[src/rtl/seg7_capture.sv]
// Samples a 7-segment pad bus, debounces it and decodes the displayed digit with step classification.
// Optional hex decode (A..F, modulo-16 stepping) is enabled by defining SEG7_CAPTURE_HEX_EN.
module seg7_capture #(
    parameter int unsigned STABLE_CYCLES = 4
) (
    input  logic       clk,
    input  logic       rst_n,
    input  logic [6:0] seg_in,
    output logic [3:0] digit,
    output logic       digit_valid,
    output logic       bad_pattern,
    output logic       new_digit,
    output logic       step_up,
    output logic       step_down,
    output logic       step_skip
);

`ifdef SEG7_CAPTURE_HEX_EN
    localparam int unsigned N_DIGITS = 16;
`else
    localparam int unsigned N_DIGITS = 10;
`endif
    localparam logic [3:0] MAX_DIGIT = 4'(N_DIGITS - 1);
    localparam logic [7:0] STABLE_CNT = 8'(STABLE_CYCLES);

    logic [6:0] r_sync1;
    logic [6:0] r_seg_s;
    logic [6:0] r_cand;
    logic [7:0] r_count;
    logic [6:0] r_acc;
    logic       r_hist_valid;
    logic [3:0] r_hist;

    logic       w_diff;
    logic [7:0] w_next_count;
    logic       w_stable;
    logic [4:0] w_dec;
    logic [3:0] w_hist_inc;
    logic [3:0] w_hist_dec;

    // Returns {legal, value}; blank and unknown patterns return legal=0.
    function automatic logic [4:0] f_decode(input logic [6:0] seg);
        case (seg)
            7'h3F:   return {1'b1, 4'd0};
            7'h06:   return {1'b1, 4'd1};
            7'h5B:   return {1'b1, 4'd2};
            7'h4F:   return {1'b1, 4'd3};
            7'h66:   return {1'b1, 4'd4};
            7'h6D:   return {1'b1, 4'd5};
            7'h7D:   return {1'b1, 4'd6};
            7'h07:   return {1'b1, 4'd7};
            7'h7F:   return {1'b1, 4'd8};
            7'h6F:   return {1'b1, 4'd9};
`ifdef SEG7_CAPTURE_HEX_EN
            7'h77:   return {1'b1, 4'd10};
            7'h7C:   return {1'b1, 4'd11};
            7'h39:   return {1'b1, 4'd12};
            7'h5E:   return {1'b1, 4'd13};
            7'h79:   return {1'b1, 4'd14};
            7'h71:   return {1'b1, 4'd15};
`endif
            default: return 5'd0;
        endcase
    endfunction

    assign w_diff       = (r_seg_s != r_cand);
    assign w_next_count = w_diff ? 8'd1 : ((r_count < STABLE_CNT) ? r_count + 8'd1 : r_count);
    // Fires once per candidate: the edge where the count first reaches the threshold.
    assign w_stable     = (w_next_count == STABLE_CNT) && (w_diff || (r_count != STABLE_CNT));
    assign w_dec        = f_decode(r_seg_s);
    assign w_hist_inc   = (r_hist == MAX_DIGIT) ? 4'd0 : r_hist + 4'd1;
    assign w_hist_dec   = (r_hist == 4'd0) ? MAX_DIGIT : r_hist - 4'd1;

    always_ff @(posedge clk or negedge rst_n) begin
        if (!rst_n) begin
            r_sync1      <= '0;
            r_seg_s      <= '0;
            r_cand       <= '0;
            r_count      <= '0;
            r_acc        <= '0;
            r_hist_valid <= 1'b0;
            r_hist       <= '0;
            digit        <= '0;
            digit_valid  <= 1'b0;
            bad_pattern  <= 1'b0;
            new_digit    <= 1'b0;
            step_up      <= 1'b0;
            step_down    <= 1'b0;
            step_skip    <= 1'b0;
        end else begin
            r_sync1   <= seg_in;
            r_seg_s   <= r_sync1;
            r_cand    <= r_seg_s;
            r_count   <= w_next_count;
            new_digit <= 1'b0;
            step_up   <= 1'b0;
            step_down <= 1'b0;
            step_skip <= 1'b0;
            if (w_stable && (r_seg_s != r_acc)) begin
                r_acc <= r_seg_s;
                if (r_seg_s == 7'h00) begin
                    digit_valid  <= 1'b0;
                    bad_pattern  <= 1'b0;
                    r_hist_valid <= 1'b0;
                end else if (w_dec[4]) begin
                    digit        <= w_dec[3:0];
                    digit_valid  <= 1'b1;
                    bad_pattern  <= 1'b0;
                    new_digit    <= 1'b1;
                    r_hist_valid <= 1'b1;
                    r_hist       <= w_dec[3:0];
                    if (r_hist_valid) begin
                        step_up   <= (w_dec[3:0] == w_hist_inc);
                        step_down <= (w_dec[3:0] == w_hist_dec);
                        step_skip <= (w_dec[3:0] != w_hist_inc) && (w_dec[3:0] != w_hist_dec);
                    end
                end else begin
                    digit_valid  <= 1'b0;
                    bad_pattern  <= 1'b1;
                    r_hist_valid <= 1'b0;
                end
            end
        end
    end

endmodule

[config.mk]
export PLATFORM = sky130hd
export DESIGN_NAME = seg7_capture
export DESIGN_NICKNAME = d
export VERILOG_FILES = /design/src/rtl/seg7_capture.sv
export SDC_FILE = /design/constraint.sdc
export NUM_CORES = 1
export LEC_CHECK = 0
export ABC_AREA = 1
export ABC_CLOCK_PERIOD_IN_PS = 2000
export CAP_MARGIN = 5
export CORE_MARGIN = 1
export CORE_UTILIZATION = 37
export CTS_BUF_LIST = sky130_fd_sc_hd__clkbuf_8 sky130_fd_sc_hd__clkbuf_16
export DETAILED_ROUTE_END_ITERATION = 10
export PLACE_DENSITY = 0.55
export SLEW_MARGIN = 20
export SYNTH_ARGS = -nofsm -noshare
export SYNTH_HDL_FRONTEND = slang
export SYNTH_SLANG_ARGS = --single-unit
export TNS_END_PERCENT = 20
[constraint.sdc]
create_clock -name clk -period 2 [get_ports clk]
set_input_delay 0.4 -clock clk [delete_from_list [all_inputs] [get_ports clk]]
set_output_delay 0.4 -clock clk [all_outputs]
set_load 0.02 [all_outputs]
==> metrics.txt, run 1 <==
status=finished, final reports clean; most frequent cells in the layout=nand2_1, dfrtp_1, inv_1, nor2_1, clkdlybuf4s50_1; Cell Area, Placed=2590 sq um; count of final hold-check violations=0; Final Instance Area=2770 sq um; Reg power frac=0.500; required time of the critical path=2.17 ns; share of layout cells above drive strength 1=0.138; most common cell after layout, fill and taps aside=nand2_1; All-Layer GR Usage=0.149; IO Pins=19; yosys synthesis warning count=0; worst setup margin=0.136 ns; post-route DRC violation count=0; Clk network pwr share=0.432; peak supply drop=0.000593 V; grt ovf=0; total power=1.94 mW; Syn Inst Count=285; row count=28; Setup crit start kind=flip-flop; PwrDens=700 nW/um^2; Fmax achieved=537 MHz; flop and latch count out of synthesis=46; ANT cells=0; largest net degree at the start of global routing=26; fin nets=328; internal power=1.54 mW; Reg2Reg Depth=10; core area=5920 sq um; Netlist cell types=26; vias per cell=4.38; vias in the first global route=1553; routed wire length=4240 um; total clock buffers created by CTS=5; Post-Syn Area=2270 sq um; syn_area_per_cell=7.95 sq um; type of element capturing the critical path=flip-flop; First-pass DRT Iterations=4; sw frac=0.206; Clock Path Buffers=2; antenna violations before repair=0; Synthesized Nets=296; starting density of the core=0.383; Area growth syn-to-layout=22.1%; largest family of logic cells by synthesized area=simple AND/OR/NAND/NOR gates; Synth Area in Simple Gates=0.292; Inst Count DP=384; FILL cells=564; area share of xor/xnor cells in the synthesized design=0.0425; CP Max Fanout=5; clk sinks=46; Clock transition at path regs=0.09 ns; first-pass GRT wire length=7120 um; Place WS=0.0594 ns; Period Utilization, post-route=0.932; Setup violations, final=0; final std cells w/o fill=393; Lkg Pwr=1.45 nW; Slew headroom=0.640; DR iter-0 viols=78; reg2reg end=r_acc[5]; fin. max-slew vios=0; CTS tree=yes; die footprint=6440 sq um; Synth Area in Compound Gates=0.0475; Post-Synth Adder-Cell Area=0.0110; final RePlAce weighted congestion=0.841; worst r2r src=r_count[6]; Min-Delay Path Class=in2async; max_cap viols=0; Routed WL per cell=10.8 um; mux cell area share after synthesis=0; Setup CP Type=reg2reg; clock latency on the worst-skew pair=0.30 ns; DR vias=1722; Comb pwr share=0.068; hpwl dp=3200 um; Least-Margin Pin Slew=0.540 ns; Final ANT Viol Nets=0; Reg2Reg Setup Slack=0.14 ns; sequential-to-total area share from yosys stat=0.508; clock root buffer=clkbuf_8; Clock Skew=0.00716 ns; Die Y=80.3 um; port bufs=18; Die Wd=80.3 um; Worst EP arrival=2.04 ns; Switching Power=0.398 mW; Tmin final=1.86 ns; setup TNS=0 ns; Max H-tree Level=2
-- repair_timing --
action | CTS | global route
endpoints found under the hold margin | 0 | 0
gates resized for setup | 0 | 9
buffers inserted | 0 | 1
hold buffers | 0 | 0
endpoints found under the setup margin | 0 | 17
-- cells in the mapped netlist --
| library cell | count | area share |
|---|---|---|
| nand2_1 | 88 | 0.15 |
| dfrtp_1 | 46 | 0.51 |
| inv_1 | 42 | 0.070 |
| nor2_1 | 32 | 0.053 |
| nand3_1 | 17 | 0.038 |
| xor2_1 | 9 | 0.035 |
| o21ai_0 | 7 | 0.015 |
| inv_2 | 6 | 0.0099 |
| o21ai_1 | 6 | 0.013 |
| a21oi_1 | 4 | 0.0088 |
| buf_2 | 3 | 0.0066 |
| nand2_2 | 3 | 0.0083 |
| nand4_1 | 3 | 0.0083 |
| buf_6 | 2 | 0.0099 |
| ha_1 | 2 | 0.011 |
| nand4_2 | 2 | 0.011 |
| nor2_2 | 2 | 0.0055 |
| o21a_1 | 2 | 0.0066 |
| xnor2_1 | 2 | 0.0077 |
| buf_4 | 1 | 0.0033 |
| nand2_4 | 1 | 0.0050 |
| nand3b_1 | 1 | 0.0033 |
| nor2_4 | 1 | 0.0050 |
| nor3_1 | 1 | 0.0022 |
| nor3_4 | 1 | 0.0072 |
| o21bai_1 | 1 | 0.0033 |
-- metrics by stage --
| stage | hold slack [ns] | utilization |
|---|---|---|
| after floorplan | 0.104 | - |
| after global routing | 0.106 | 0.467 |
| after detailed placement | 0.336 | 0.438 |
| after global placement | 0.334 | 0.438 |
| after CTS | 0.0994 | 0.462 |
| final | 0.0771 | 0.467 |
-- worst max-delay path by stage --
stage,slack [ns],start,cells after the start,endpoint
global placement,0.05,r_count[6],10,r_hist_valid
finish,0.14,r_count[6],10,r_acc[5]
detailed placement,0.06,r_count[6],10,r_hist_valid
global route,-0.03,r_count[6],11,r_acc[5]
floorplan,0.33,r_seg_s[2],11,r_hist[0]
CTS,0.02,r_count[6],10,step_skip
-- cell families (layout without fill, tap and decap cells) --
group / after synthesis / after routing
AO/OA/AOI/OAI: 20 / 20
buffers and inverters: 54 / 87
AND/OR/NAND/NOR: 152 / 152
XOR/XNOR: 11 / 11
flip-flops: 46 / 46
adder cells (fa/ha/maj): 2 / 2
-- cell type report --
class / count / area, sq um / area share
Tap cell: 75 / 93.8 / 0.0339
Sequential cell: 46 / 1150 / 0.416
Clock inverter: 2 / 60.1 / 0.0217
Multi-Input combinational cell: 185 / 910 / 0.329
Clock buffer: 6 / 82.6 / 0.0298
Timing Repair Buffer: 31 / 289 / 0.104
Inverter: 48 / 180 / 0.0651
-- worst max-delay path: stages, from the launching register on --
cell,delay (ns)
dfrtp_1,0.39
nor2_1,0.11
nand2_1,0.11
inv_2,0.10
nand2_1,0.11
o21ai_2,0.17
nand3_2,0.12
nor3_4,0.29
buf_6,0.15
buf_4,0.11
o21ai_0,0.07
-- metal layers --
metal | wire [um] | vias to the layer above | global-route usage
li1 | - | 918 | -
met1 | 2180 | 778 | 0.202
met2 | 1880 | 20 | 0.226
met3 | 117 | 6 | 0.0375
met4 | 58 | 0 | 0.0589
met5 | 0 | - | 0
-- flip-flops by register name, summed over array words and instances, names as in the netlist, 4 cells and up --
register,cells
r_cand,7
r_seg_s,7
r_acc,7
r_sync1,7
r_hist,4
r_count,8
-- power groups by stage --
| stage | logic (mW) | clock network, mW | registers, mW |
|---|---|---|---|
| detailed placement | 0.133 | 0 | 0.987 |
| finish | 0.132 | 0.836 | 0.968 |
| floorplan | 0.0718 | 0 | 0.981 |
| global placement | 0.133 | 0 | 0.987 |
| global route | 0.152 | 0.906 | 0.972 |
| CTS | 0.133 | 0.855 | 0.968 |
(Power assumes the default switching activity.)
==> run 2: changes to the inputs <==
Settings changed: CORE_MARGIN 1 to 5, GPL_TIMING_DRIVEN set to 0.
==> run 2 against run 1 <==
- critical path depth increased by 1
- combinational power decreased by 5%
- via count decreased by 0.23%
- final cell count decreased by 1.0%
- die area increased by 21%
- routed wire length increased by 2.2%
- fmax increased by 2.5%
- clock skew increased by 0.00054 ns
==> metrics.txt, run 2 (synthesized netlist as in run 1, its figures left out) <==
status=finished, final reports clean; starting density of the core=0.381; Inst Count DP=379; required time of the critical path=2.21 ns; row count=28; Setup violations, final=0; Max H-tree Level=2; total clock buffers created by CTS=5; Reg2Reg Depth=11; Slew headroom=0.704; Die Y=88.3 um; Area growth syn-to-layout=20.0%; fin nets=324; largest net degree at the start of global routing=30; Comb pwr share=0.069; internal power=1.37 mW; First-pass DRT Iterations=4; first-pass GRT wire length=7730 um; Top Metal Used=met4; Tmin final=1.82 ns; met1 wire length=2180 um; vias per cell=4.42; CP Max Fanout=8; Least-Margin Pin Slew=0.444 ns; type of element capturing the critical path=flip-flop; Final ANT Viol Nets=0; share of layout cells above drive strength 1=0.134; port bufs=18; hpwl dp=3270 um; Clock Path Buffers=2; met2 WL post-DR=1970 um; fin. max-slew vios=0; Place WS=0.0272 ns; Final Instance Area=2720 sq um; final std cells w/o fill=389; CP max stage delay=0.38 ns; largest reg by FF count=r_count; die footprint=7790 sq um; Clock Skew=0.00770 ns; DR iter-0 viols=106; grt ovf=0; Routed WL per cell=11.1 um; Clock transition at path regs=0.09 ns; most frequent cells in the layout=nand2_1, dfrtp_1, inv_1, nor2_1, clkdlybuf4s50_1; ANT cells=0; max_cap viols=0; Switching Power=0.425 mW; sw frac=0.236; most common cell after layout, fill and taps aside=nand2_1; core area=5960 sq um; Reg power frac=0.538; max reg flops=8; DR vias=1718; FILL cells=601; wire length on met3=135 um; clk sinks=46; Worst EP arrival=2.03 ns; hold buffers post-CTS=0; clock root buffer=clkbuf_8; vias in the first global route=1740; IO Pins=19; Cell Area, Placed=2560 sq um; All-Layer GR Usage=0.126; worst setup margin=0.182 ns; Fmax achieved=550 MHz; Clk network pwr share=0.393; Period Utilization, post-route=0.909; Die Wd=88.3 um; antenna violations before repair=0; CP max stage cell=dfrtp_1; peak supply drop=0.000393 V; CTS tree=yes; routed wire length=4330 um; Setup crit start kind=flip-flop; Lkg Pwr=1.42 nW; clock latency on the worst-skew pair=0.30 ns; Setup CP Type=reg2reg; post-route DRC violation count=0; PwrDens=661 nW/um^2; Hold Worst Slack=0.0314 ns; count of final hold-check violations=0; final RePlAce weighted congestion=0.823; CP cell instances=buf_2 > xor2_1 > nor2_1 > nand2_2 > nor2_4 > nand2_4 > nor3_4 > buf_6 > buf_4 > nand2_1 > o21ai_0; Min-Delay Path Class=in2async; RSZ-0062 raised after global routing=yes
[run 2: metrics by stage]
step,total power [mW],util,TNS [ns]
after floorplan,1.05,-,0
after global placement,1.10,0.427,-34.29
after detailed placement,1.11,0.429,0
after CTS,1.82,0.448,0
after global routing,1.88,0.457,-0.0153
final,1.80,0.457,0
[run 2: timing repair]
action / in CTS / in global routing
endpoints found under the setup margin: 0 / 17
setup buffers: 0 / 2
gates resized for setup: 0 / 11
[run 2: layout make-up]
type | instances | area [sq um] | share of cell area
plain buffers | 6 | 45.0 | 0.0166
clock buffers | 5 | 68.8 | 0.0253
clock inverters | 3 | 43.8 | 0.0161
inverters | 48 | 180 | 0.0662
multi-input cells | 185 | 927 | 0.341
flip-flops and latches | 46 | 1150 | 0.423
well taps | 75 | 93.8 | 0.0345
repair buffers | 21 | 210 | 0.0773
[run 2: routing by layer]
layer  vias to the layer above  GRT usage
met5                         -          0
met4                         0     0.0385
met3                         4     0.0279
met2                        27      0.204
met1                       769      0.170
li1                        918          -
[run 2: power by group through the flow]
stage	Sequential [mW]	Combinational, mW	Clock [mW]
after floorplan	0.981	0.0718	0
after detailed placement	0.986	0.125	0
final	0.967	0.125	0.707
after global routing	0.970	0.144	0.765
after global placement	0.985	0.120	0
after CTS	0.967	0.126	0.726
[run 2: worst paths after layout]
check | start | end | slack (ns)
hold / removal | rst_n | r_count[2] | 0.03
hold reg to reg | r_sync1[4] | r_seg_s[4] | 0.35
max in group asynchronous | rst_n | r_cand[1] | 1.47
min in group clk | r_sync1[4] | r_seg_s[4] | 0.35
setup / recovery | r_seg_s[2] | r_acc[4] | 0.18
setup reg to reg | r_seg_s[2] | r_acc[4] | 0.18
[run 2: worst max-delay path: cells and delay by family (launching register included)]
kind	cells	cell delay, ns
compound gates	1	0.08
flops	1	0.38
simple gates	6	0.63
buf+inv	3	0.46
xor+xnor	1	0.17
